`config.mk`:
```
export PLATFORM = sky130hd
export DESIGN_NAME = tsc_sync_ctl
export DESIGN_NICKNAME = d
export VERILOG_FILES = /design/src/rtl/tsc_sync_ctl.sv
export SDC_FILE = /design/constraint.sdc
export NUM_CORES = 1
export LEC_CHECK = 0
export ABC_CLOCK_PERIOD_IN_PS = 9800
export BUFFER_PORTS_ARGS = -buffer_cell sky130_fd_sc_hd__buf_4
export CORE_AREA = 2 2 133 135
export CTS_BUF_LIST = sky130_fd_sc_hd__clkbuf_8
export DETAILED_ROUTE_END_ITERATION = 7
export DIE_AREA = 0 0 135 137
export PLACE_DENSITY_LB_ADDON = 0.2
export SKIP_CTS_REPAIR_TIMING = 1
export SYNTH_ARGS = -nofsm -noshare
export SYNTH_HDL_FRONTEND = slang
export SYNTH_SLANG_ARGS = --single-unit
```
`constraint.sdc`:
```
create_clock -name clk -period 9.8 [get_ports clk]
set_clock_uncertainty 0.05 [all_clocks]
set_input_delay 1.47 -clock clk [delete_from_list [all_inputs] [get_ports clk]]
set_output_delay 1.47 -clock clk [all_outputs]
set_load 0.1 [all_outputs]
```
`src/rtl/tsc_sync_ctl.sv`:
```
// tsc_sync_ctl: sequencer for the time stamp counter / phase detector.
// It qualifies the GPS 3D fix, aligns the TSC pulse counters to GPS 1PPS,
// re-arms the PFD and grades lock from the per-second phase error.
// Lock and holdover status go to the CPU registers and the OCXO steering loop.
// Optional feature: define TSC_SYNC_CTL_IRQ_EN to add the irq/irq_clr ports,
// which give a sticky interrupt on entry to or exit from LOCKED/HOLDOVER.
module tsc_sync_ctl #(
  parameter int unsigned FIX_QUAL_SEC = 8,
  parameter int unsigned LOCK_THRESH  = 100,
  parameter int unsigned LOCK_CNT     = 4,
  parameter int unsigned UNLOCK_CNT   = 3,
  parameter int unsigned TRIG_TIMEOUT = 110000000
) (
  input  logic        clk,
  input  logic        rst_n,
  input  logic        gps_1pps_d,
  input  logic        gps_3dfix_d,
  input  logic        pll_trig,
  input  logic [31:0] pdiff_1pps,
  input  logic        sw_resync,
`ifdef TSC_SYNC_CTL_IRQ_EN
  input  logic        irq_clr,
  output logic        irq,
`endif
  output logic        tsc_sync,
  output logic        pfd_resync,
  output logic        locked,
  output logic        holdover,
  output logic [2:0]  sync_state,
  output logic [3:0]  bad_run
);

  typedef enum logic [2:0] {
    ST_NOFIX    = 3'd0,
    ST_QUAL     = 3'd1,
    ST_ALIGN    = 3'd2,
    ST_LOCKWAIT = 3'd3,
    ST_LOCKED   = 3'd4,
    ST_HOLDOVER = 3'd5
  } state_t;

  localparam logic [7:0]  QUAL_LAST   = 8'(FIX_QUAL_SEC - 1);
  localparam logic [30:0] THRESH_W    = 31'(LOCK_THRESH);
  localparam logic [3:0]  LOCK_CNT_W  = 4'(LOCK_CNT);
  localparam logic [3:0]  UNLOCK_W    = 4'(UNLOCK_CNT);
  localparam logic [31:0] TO_MAX      = 32'(TRIG_TIMEOUT);
  localparam logic [31:0] TO_FIRE     = 32'(TRIG_TIMEOUT - 1);

  state_t      state_reg, state_next;
  logic [7:0]  qual_cnt_reg, qual_cnt_next;
  logic [3:0]  good_cnt_reg, good_cnt_next;
  logic [3:0]  bad_run_reg, bad_run_next;
  logic [31:0] to_cnt_reg;
  logic        trig_d_reg;
  logic        tsc_sync_reg;
  logic        pfd_resync_reg;
  logic        locked_reg;
  logic        holdover_reg;

  logic [30:0] pdiff_abs;
  logic        pdiff_good;
  logic        timeout_fire;
  logic        state_change;
  logic [3:0]  bad_inc;

  // Magnitude of the phase error; the most negative value has no positive
  // twin in 32 bits, so it is pinned to the largest magnitude (always bad).
  always_comb begin
    pdiff_abs = pdiff_1pps[30:0];
    if (pdiff_1pps[31]) begin
      if (pdiff_1pps[30:0] == 31'd0) begin
        pdiff_abs = 31'h7FFF_FFFF;
      end else begin
        pdiff_abs = ~pdiff_1pps[30:0] + 31'd1;
      end
    end
    pdiff_good = (pdiff_abs <= THRESH_W);
  end

  assign timeout_fire = (to_cnt_reg == TO_FIRE);
  assign state_change = (state_next != state_reg);
  assign bad_inc      = (bad_run_reg == 4'hF) ? 4'hF : bad_run_reg + 4'd1;

  // Next-state and counter updates; priority is fix loss, then software
  // resync, then trigger timeout, then phase grading.
  always_comb begin
    state_next    = state_reg;
    qual_cnt_next = qual_cnt_reg;
    good_cnt_next = good_cnt_reg;
    bad_run_next  = bad_run_reg;
    case (state_reg)
      ST_NOFIX: begin
        if (gps_3dfix_d) state_next = ST_QUAL;
      end
      ST_QUAL: begin
        if (!gps_3dfix_d) begin
          state_next = ST_NOFIX;
        end else if (gps_1pps_d) begin
          if (qual_cnt_reg == QUAL_LAST) state_next = ST_ALIGN;
          else qual_cnt_next = qual_cnt_reg + 8'd1;
        end
      end
      ST_ALIGN: begin
        if (!gps_3dfix_d) begin
          state_next = ST_NOFIX;
        end else if (sw_resync) begin
          state_next = ST_ALIGN;
        end else if (gps_1pps_d) begin
          state_next = ST_LOCKWAIT;
        end
      end
      ST_LOCKWAIT: begin
        if (!gps_3dfix_d) begin
          state_next = ST_NOFIX;
        end else if (sw_resync || timeout_fire) begin
          state_next = ST_ALIGN;
        end else if (trig_d_reg) begin
          if (!pdiff_good) begin
            good_cnt_next = 4'd0;
          end else if (good_cnt_reg + 4'd1 == LOCK_CNT_W) begin
            state_next = ST_LOCKED;
          end else begin
            good_cnt_next = good_cnt_reg + 4'd1;
          end
        end
      end
      ST_LOCKED: begin
        if (!gps_3dfix_d) begin
          state_next = ST_HOLDOVER;
        end else if (sw_resync) begin
          state_next = ST_ALIGN;
        end else if (timeout_fire) begin
          state_next = ST_HOLDOVER;
        end else if (trig_d_reg) begin
          if (pdiff_good) begin
            bad_run_next = 4'd0;
          end else if (bad_inc == UNLOCK_W) begin
            state_next = ST_ALIGN;
          end else begin
            bad_run_next = bad_inc;
          end
        end
      end
      ST_HOLDOVER: begin
        if (gps_3dfix_d) state_next = ST_QUAL;
      end
      default: begin
        state_next = ST_NOFIX;
      end
    endcase
    // Every state entry starts its run counters from zero.
    if (state_next != state_reg) begin
      good_cnt_next = 4'd0;
      bad_run_next  = 4'd0;
      if (state_next == ST_QUAL) qual_cnt_next = 8'd0;
    end
  end

  // State, counters and registered outputs; outputs track the new state so
  // they change on the same edge as sync_state.
  always_ff @(posedge clk) begin
    if (!rst_n) begin
      state_reg      <= ST_NOFIX;
      qual_cnt_reg   <= 8'd0;
      good_cnt_reg   <= 4'd0;
      bad_run_reg    <= 4'd0;
      to_cnt_reg     <= 32'd0;
      trig_d_reg     <= 1'b0;
      tsc_sync_reg   <= 1'b0;
      pfd_resync_reg <= 1'b0;
      locked_reg     <= 1'b0;
      holdover_reg   <= 1'b0;
    end else begin
      state_reg      <= state_next;
      qual_cnt_reg   <= qual_cnt_next;
      good_cnt_reg   <= good_cnt_next;
      bad_run_reg    <= bad_run_next;
      trig_d_reg     <= pll_trig;
      tsc_sync_reg   <= (state_next == ST_ALIGN);
      pfd_resync_reg <= (state_next == ST_LOCKWAIT) && (state_reg != ST_LOCKWAIT);
      locked_reg     <= (state_next == ST_LOCKED);
      holdover_reg   <= (state_next == ST_HOLDOVER);
      if (trig_d_reg || state_change) begin
        to_cnt_reg <= 32'd0;
      end else if (to_cnt_reg != TO_MAX) begin
        to_cnt_reg <= to_cnt_reg + 32'd1;
      end
    end
  end

`ifdef TSC_SYNC_CTL_IRQ_EN
  logic irq_reg;
  logic irq_set;

  assign irq_set = state_change &&
                   (state_reg == ST_LOCKED || state_reg == ST_HOLDOVER ||
                    state_next == ST_LOCKED || state_next == ST_HOLDOVER);

  // Sticky interrupt on lock/holdover changes; a new event beats a clear.
  always_ff @(posedge clk) begin
    if (!rst_n) begin
      irq_reg <= 1'b0;
    end else if (irq_set) begin
      irq_reg <= 1'b1;
    end else if (irq_clr) begin
      irq_reg <= 1'b0;
    end
  end

  assign irq = irq_reg;
`endif

  assign tsc_sync   = tsc_sync_reg;
  assign pfd_resync = pfd_resync_reg;
  assign locked     = locked_reg;
  assign holdover   = holdover_reg;
  assign sync_state = state_reg;
  assign bad_run    = bad_run_reg;

endmodule

```
=== Word level (Yosys, flattened, before mapping) ===
Index checks and enable logic that the tools add are counted.

* Bits in registers: 56
* Output and inout bits: 11
* Word-level logic and storage cells: 83
* Bits of input ports: 38

* Muxes and demuxes: 32
* Reduce and logical (&&, ||, !) cells: 10
* Add/subtract/negate cells: 5
* Eq/ne operators: 20
* $lt $le $gt $ge: 1
* Bitwise gates (word level): 5

{| class="wikitable"
|+ Operator list
! operator !! count
|-
| $mux W31 || 2
|-
| $mux W3 || 18
|-
| $mux W8 || 6
|-
| $add A32 B1 Y32 const B || 1
|-
| $eq A32 B27 Y1 const B || 1
|-
| $ne A32 B27 Y1 const B || 1
|-
| $add A31 B1 Y31 const B || 1
|-
| $le A31 B7 Y1 const B || 1
|-
| $logic_not A31 Y1 || 1
|-
| $not A31 Y31 || 1
|-
| $mux W4 || 5
|-
| $pmux W3 S5 || 1
|-
| $eq A3 B2 Y1 const B || 4
|-
| $eq A3 B3 Y1 const B || 4
|-
| $add A4 B1 Y4 const B || 2
|-
| $add A8 B1 Y8 const B || 1
|-
| $eq A8 B3 Y1 const B || 1
|-
| $eq A3 B1 Y1 const B || 2
|-
| $reduce_and A6 Y1 || 1
|-
| $reduce_or A2 Y1 || 3
|-
| $reduce_and A5 Y1 || 1
|-
| $eq A4 B2 Y1 const B || 1
|-
| $eq A4 B3 Y1 const B || 1
|-
| $eq A4 B4 Y1 const B || 1
|-
| other kinds (7) || 12
|}

=== Depth between registers and ports, before layout ===
* Depth after elaboration: 14
* Gate-level depth with buffers: 13
* Depth with buffers taken out: 11

=== Worst setup path before layout ===
Ideal clock, no wire load.

* Path type: in2reg
* Start: input pdiff_1pps[0]
* End: register to_cnt_reg[10]
* Path buffers: 2
* Arrival time: 4058 ps
* Library setup time: 141 ps
* Required time: 9609 ps
* Slack: 5551 ps
* Stages: 13
* Cell sequence: inv_1 > ha_1 > nor4b_4 > nand3_1 > a2111oi_0 > or2_2 > a31oi_1 > or4_1 > o21ai_1 > or3b_1 > buf_2 > buf_6 > nor3_2

* Cells in the longest elaborated chain, start to end: 14
* Elaborated cells on any way between the ends: 19
* Those cells by class: add/sub: 1; order compare: 1; eq/ne: 1; mux: 12; bitwise: 1; reduce/logical: 3

{| class="wikitable"
|+ Ends and longest elaborated chain
! element !! RTL line !! source
|-
| start: declaration || 19 || <nowiki>input logic [31:0] pdiff_1pps,</nowiki>
|-
| $not A31 Y31 || 74 || <nowiki>pdiff_abs = ~pdiff_1pps[30:0] + 31'd1;</nowiki>
|-
| $add A31 B1 Y31 || 74 ||
|-
| $mux W31 || 71 || <nowiki>if (pdiff_1pps[30:0] == 31'd0) begin</nowiki>
|-
| $mux W31 (*) || 70 || <nowiki>if (pdiff_1pps[31]) begin</nowiki>
|-
| $le A31 B7 Y1 (*) || 77 || <nowiki>pdiff_good = (pdiff_abs <= THRESH_W);</nowiki>
|-
| $mux W3 || 135 || <nowiki>if (pdiff_good) begin</nowiki>
|-
| $mux W3 || 134 || <nowiki>end else if (trig_d_reg) begin</nowiki>
|-
| $mux W3 || 132 || <nowiki>end else if (timeout_fire) begin</nowiki>
|-
| $mux W3 || 130 || <nowiki>end else if (sw_resync) begin</nowiki>
|-
| $mux W3 || 128 || <nowiki>if (!gps_3dfix_d) begin</nowiki>
|-
| $pmux W3 S5 (*) || 91 || <nowiki>case (state_reg)</nowiki>
|-
| $ne A3 B3 Y1 (*) || 81 || <nowiki>assign state_change = (state_next != state_reg);</nowiki>
|-
| $logic_or A1 B1 Y1 (*) || 183 || <nowiki>if (trig_d_reg || state_change) begin</nowiki>
|-
| $reduce_or A2 Y1 (no source line) (*) || - ||
|-
| end signal: assignment || 186 || <nowiki>to_cnt_reg <= to_cnt_reg + 32'd1;</nowiki>
|-
| end: declaration || 53 || <nowiki>logic [31:0] to_cnt_reg;</nowiki>
|}

Mark *: on every way between the ends. The rest lies on a longest branch, timed or not.
A chain may end at the register's enable or synchronous reset.

=== Final worst setup path ===
* Start: input pdiff_1pps[0]
* End: register good_cnt_reg[1]

* Cells in the longest elaborated chain, start to end: 13
* Elaborated cells on any way between the ends: 21
* Those cells by class: add/sub: 1; order compare: 1; eq/ne: 2; mux: 13; bitwise: 1; reduce/logical: 3

{| class="wikitable"
|+ Ends and longest elaborated chain
! element !! RTL line !! source
|-
| $not A31 Y31 || 74 ||
|-
| $add A31 B1 Y31 || 74 ||
|-
| $mux W31 || 71 ||
|-
| $mux W31 (*) || 70 ||
|-
| $le A31 B7 Y1 (*) || 77 ||
|-
| $mux W3 || 135 ||
|-
| $mux W3 || 134 ||
|-
| $mux W3 || 132 ||
|-
| $mux W3 || 130 ||
|-
| $mux W3 || 128 ||
|-
| $pmux W3 S5 || 91 ||
|-
| $ne A3 B3 Y1 || 152 || <nowiki>if (state_next != state_reg) begin</nowiki>
|-
| $reduce_or A2 Y1 (no source line) || - ||
|-
| end signal: assignment || 176 || <nowiki>good_cnt_reg <= good_cnt_next;</nowiki>
|-
| end: declaration || 51 || <nowiki>logic [3:0] good_cnt_reg, good_cnt_next;</nowiki>
|}

Marks and branches as above.

==> run summary <==
status: completed
CP Max Fanout: 40
layout cell share with drive strength beyond 1: 20.2%
Fmax: 207 MHz
synth-to-layout area growth: 14.7%
first-pass GRT wire length: 19.2 mm
routed vias/inst: 5.13
Max Root-Sink Buffers: 2
WHS Path Cells: 2
RSZ-0062 raised after global routing: false
final std cells w/o fill: 785
Worst R2R Path Depth: 10
Fill cells: 1,859
kind of critical path: primary input to register
most common cell after layout, fill and taps aside: dfxtp_1
n_diodes: 0
Routed Antenna Nets: 0
IO Port Bufs: 48
Startpoint Class: primary input
max reg flops: 32
Synth top area share: 25.8%
final hold vios: 0
DP Area: 4890 sq um
flops & latches, synth: 56
Area contributors post-synth: dfxtp_1 (26%), nor3_2 (7.4%), xor2_1 (4.8%)
Clock Power Share: 29.6%
Final GP Congestion: 0.835
I/O Pins: 49
most frequent cells in the layout: dfxtp_1 (55), buf_4 (51), nand2_1 (37)
Yosys top cell by area: dfxtp_1
Cell variety after synth: 76
CP required: 9.93 ns
H-Tree Depth: 2
Comb power frac: 17.1%
Slew Limit Headroom: 50.1%
wire per inst: 14.7 um
Sw Ratio: 29.2%
CP Capture Type: register
Worst Max-Slew Pin Slew: 0.745 ns
Final Cell Area: 4980 sq um
Sink Count: 56
final setup violation count: 0
MaxCap Viol Count: 0
Cells after DPL: 777
Reg power frac: 53.3%
clock input transition at the sequential cells of the worst setup and hold paths: 0.09 ns
drt first-iter violations: 221
EDFF count, synth: 0
Slew Limit Fails: 0
Psw: 0.000126 W
Post-Syn Area: 4340 sq um
vias in the first global route: 3,901
Rows: 48
PwrDens: 86.7 nW/um^2
GR Overflow Total: 0
predominant post-synthesis flop cell: dfxtp_1
CTS tree: yes
period utilization: 49.3%
total CTS buffers: 5
internal power: 0.000305 W
DIE AREA: 18,500 sq um
Initial Util: 25.4%
Core ar.: 17,100 sq um
setup ws final: 4.97 ns
Die Span Y: 137 um
global-route usage over all layers: 12.6%
leakage power: 1.64 nW
clock root cell: clkbuf_8
# DRC: 0
maximum vdd drop: 51.5 uV
post-synth net total: 566
Hold/Removal Path Class: register to register
Syn Area/Cell: 8.33 sq um
largest net degree at the start of global routing: 41
setup_tns: 0 ns
final wirelength: 11.6 mm
post-synthesis sequential area ratio: 25.8%
min Tclk post-route: 4.83 ns
worst skew pair latency: 0.31 ns
Post-Synthesis Cells: 521
chip width: 135 um
via count: 4,024
Synthesis Warnings: 0
WP data arrival: 4.96 ns
placed wire-length estimate: 8.59 mm
initial antenna violation count: 0
Util after Layout: 29.2%
Nets: 604
Post-synth ARST share: 0%
Pre-antenna DRT Iters: 4
Setup WS pre-CTS: 4.65 ns
==> critical path, cell delays in order <==
cell	delay, ns
buf_4	0.13
inv_1	0.05
ha_1	0.28
nor4b_4	0.40
nand3_1	0.28
a2111oi_0	0.46
or2_2	0.18
a31oi_1	0.25
or4_1	0.58
o21ai_1	0.12
or3b_2	0.12
buf_4	0.51
nor2_1	0.11
==> cell families (layout without fill, tap and decap cells) <==
family	Yosys count	after routing	synth area share [%]
AND/OR/NAND/NOR	265	265	40.6
AO/OA/AOI/OAI	106	106	17.1
flip-flops	56	56	25.8
XOR/XNOR	42	42	8.48
buffers and inverters	37	76	4.15
multiplexers	8	8	1.87
adder cells (fa/ha/maj)	7	7	2.02
==> power groups by stage <==
stage	combinational, W	clock (W)	sequential, W
global placement	0.0000733	0	0.000235
finish	0.0000739	0.000128	0.000230
global route	0.0000807	0.000142	0.000230
floorplan	0.0000425	0	0.000236
detailed placement	0.0000738	0	0.000235
CTS	0.0000741	0.000135	0.000230
==> final cells by class <==
type | instances | area, sq um | area share, %
tap | 225 | 282 | 5.66
timing repair buffer | 51 | 383 | 7.69
clock inverter | 3 | 20.0 | 0.402
inverter | 17 | 63.8 | 1.28
sequential | 56 | 1120 | 22.6
clock buffer | 5 | 68.8 | 1.38
multi-input combinational | 428 | 3040 | 61.0
==> cell usage after synthesis (11+ instances only) <==
library cell,instances
a21oi_1,32
and3_1,11
dfxtp_1,56
inv_1,16
nand2_1,37
nand2b_1,12
nand3_1,26
nand4_1,13
nor2_1,32
nor3_1,20
nor3_2,32
nor4_1,12
o21ai_0,17
xnor2_1,18
xor2_1,24
==> stage by stage <==
step                total power, W  hold slack (ns)
floorplan                 0.000279            0.425
global placement          0.000309            0.442
detailed placement        0.000309            0.461
CTS                       0.000439            0.477
global route              0.000453            0.512
finish                    0.000432            0.482
==> metal layers <==
metal | vias up | GRT usage, % | share of wire [%] | routed length (um)
li1 | 2036 | - | - | -
met4 | 0 | 3.01 | 0.66 | 76
met5 | - | 0 | 0 | 0
met1 | 1933 | 16.6 | 47 | 5480
met3 | 6 | 1.59 | 2.3 | 262
met2 | 49 | 21.7 | 50 | 5730
==> final timing paths <==
path                                      start               to  slack [ns]
worst max register to register   to_cnt_reg[25]       bad_run[3]        6.21
worst min-delay path            good_cnt_reg[2]  good_cnt_reg[2]        0.48
worst max-delay path              pdiff_1pps[0]  good_cnt_reg[1]        4.97
worst min register to register  good_cnt_reg[2]  good_cnt_reg[2]        0.48
No activity file was read; power rests on OpenSTA's default activity.
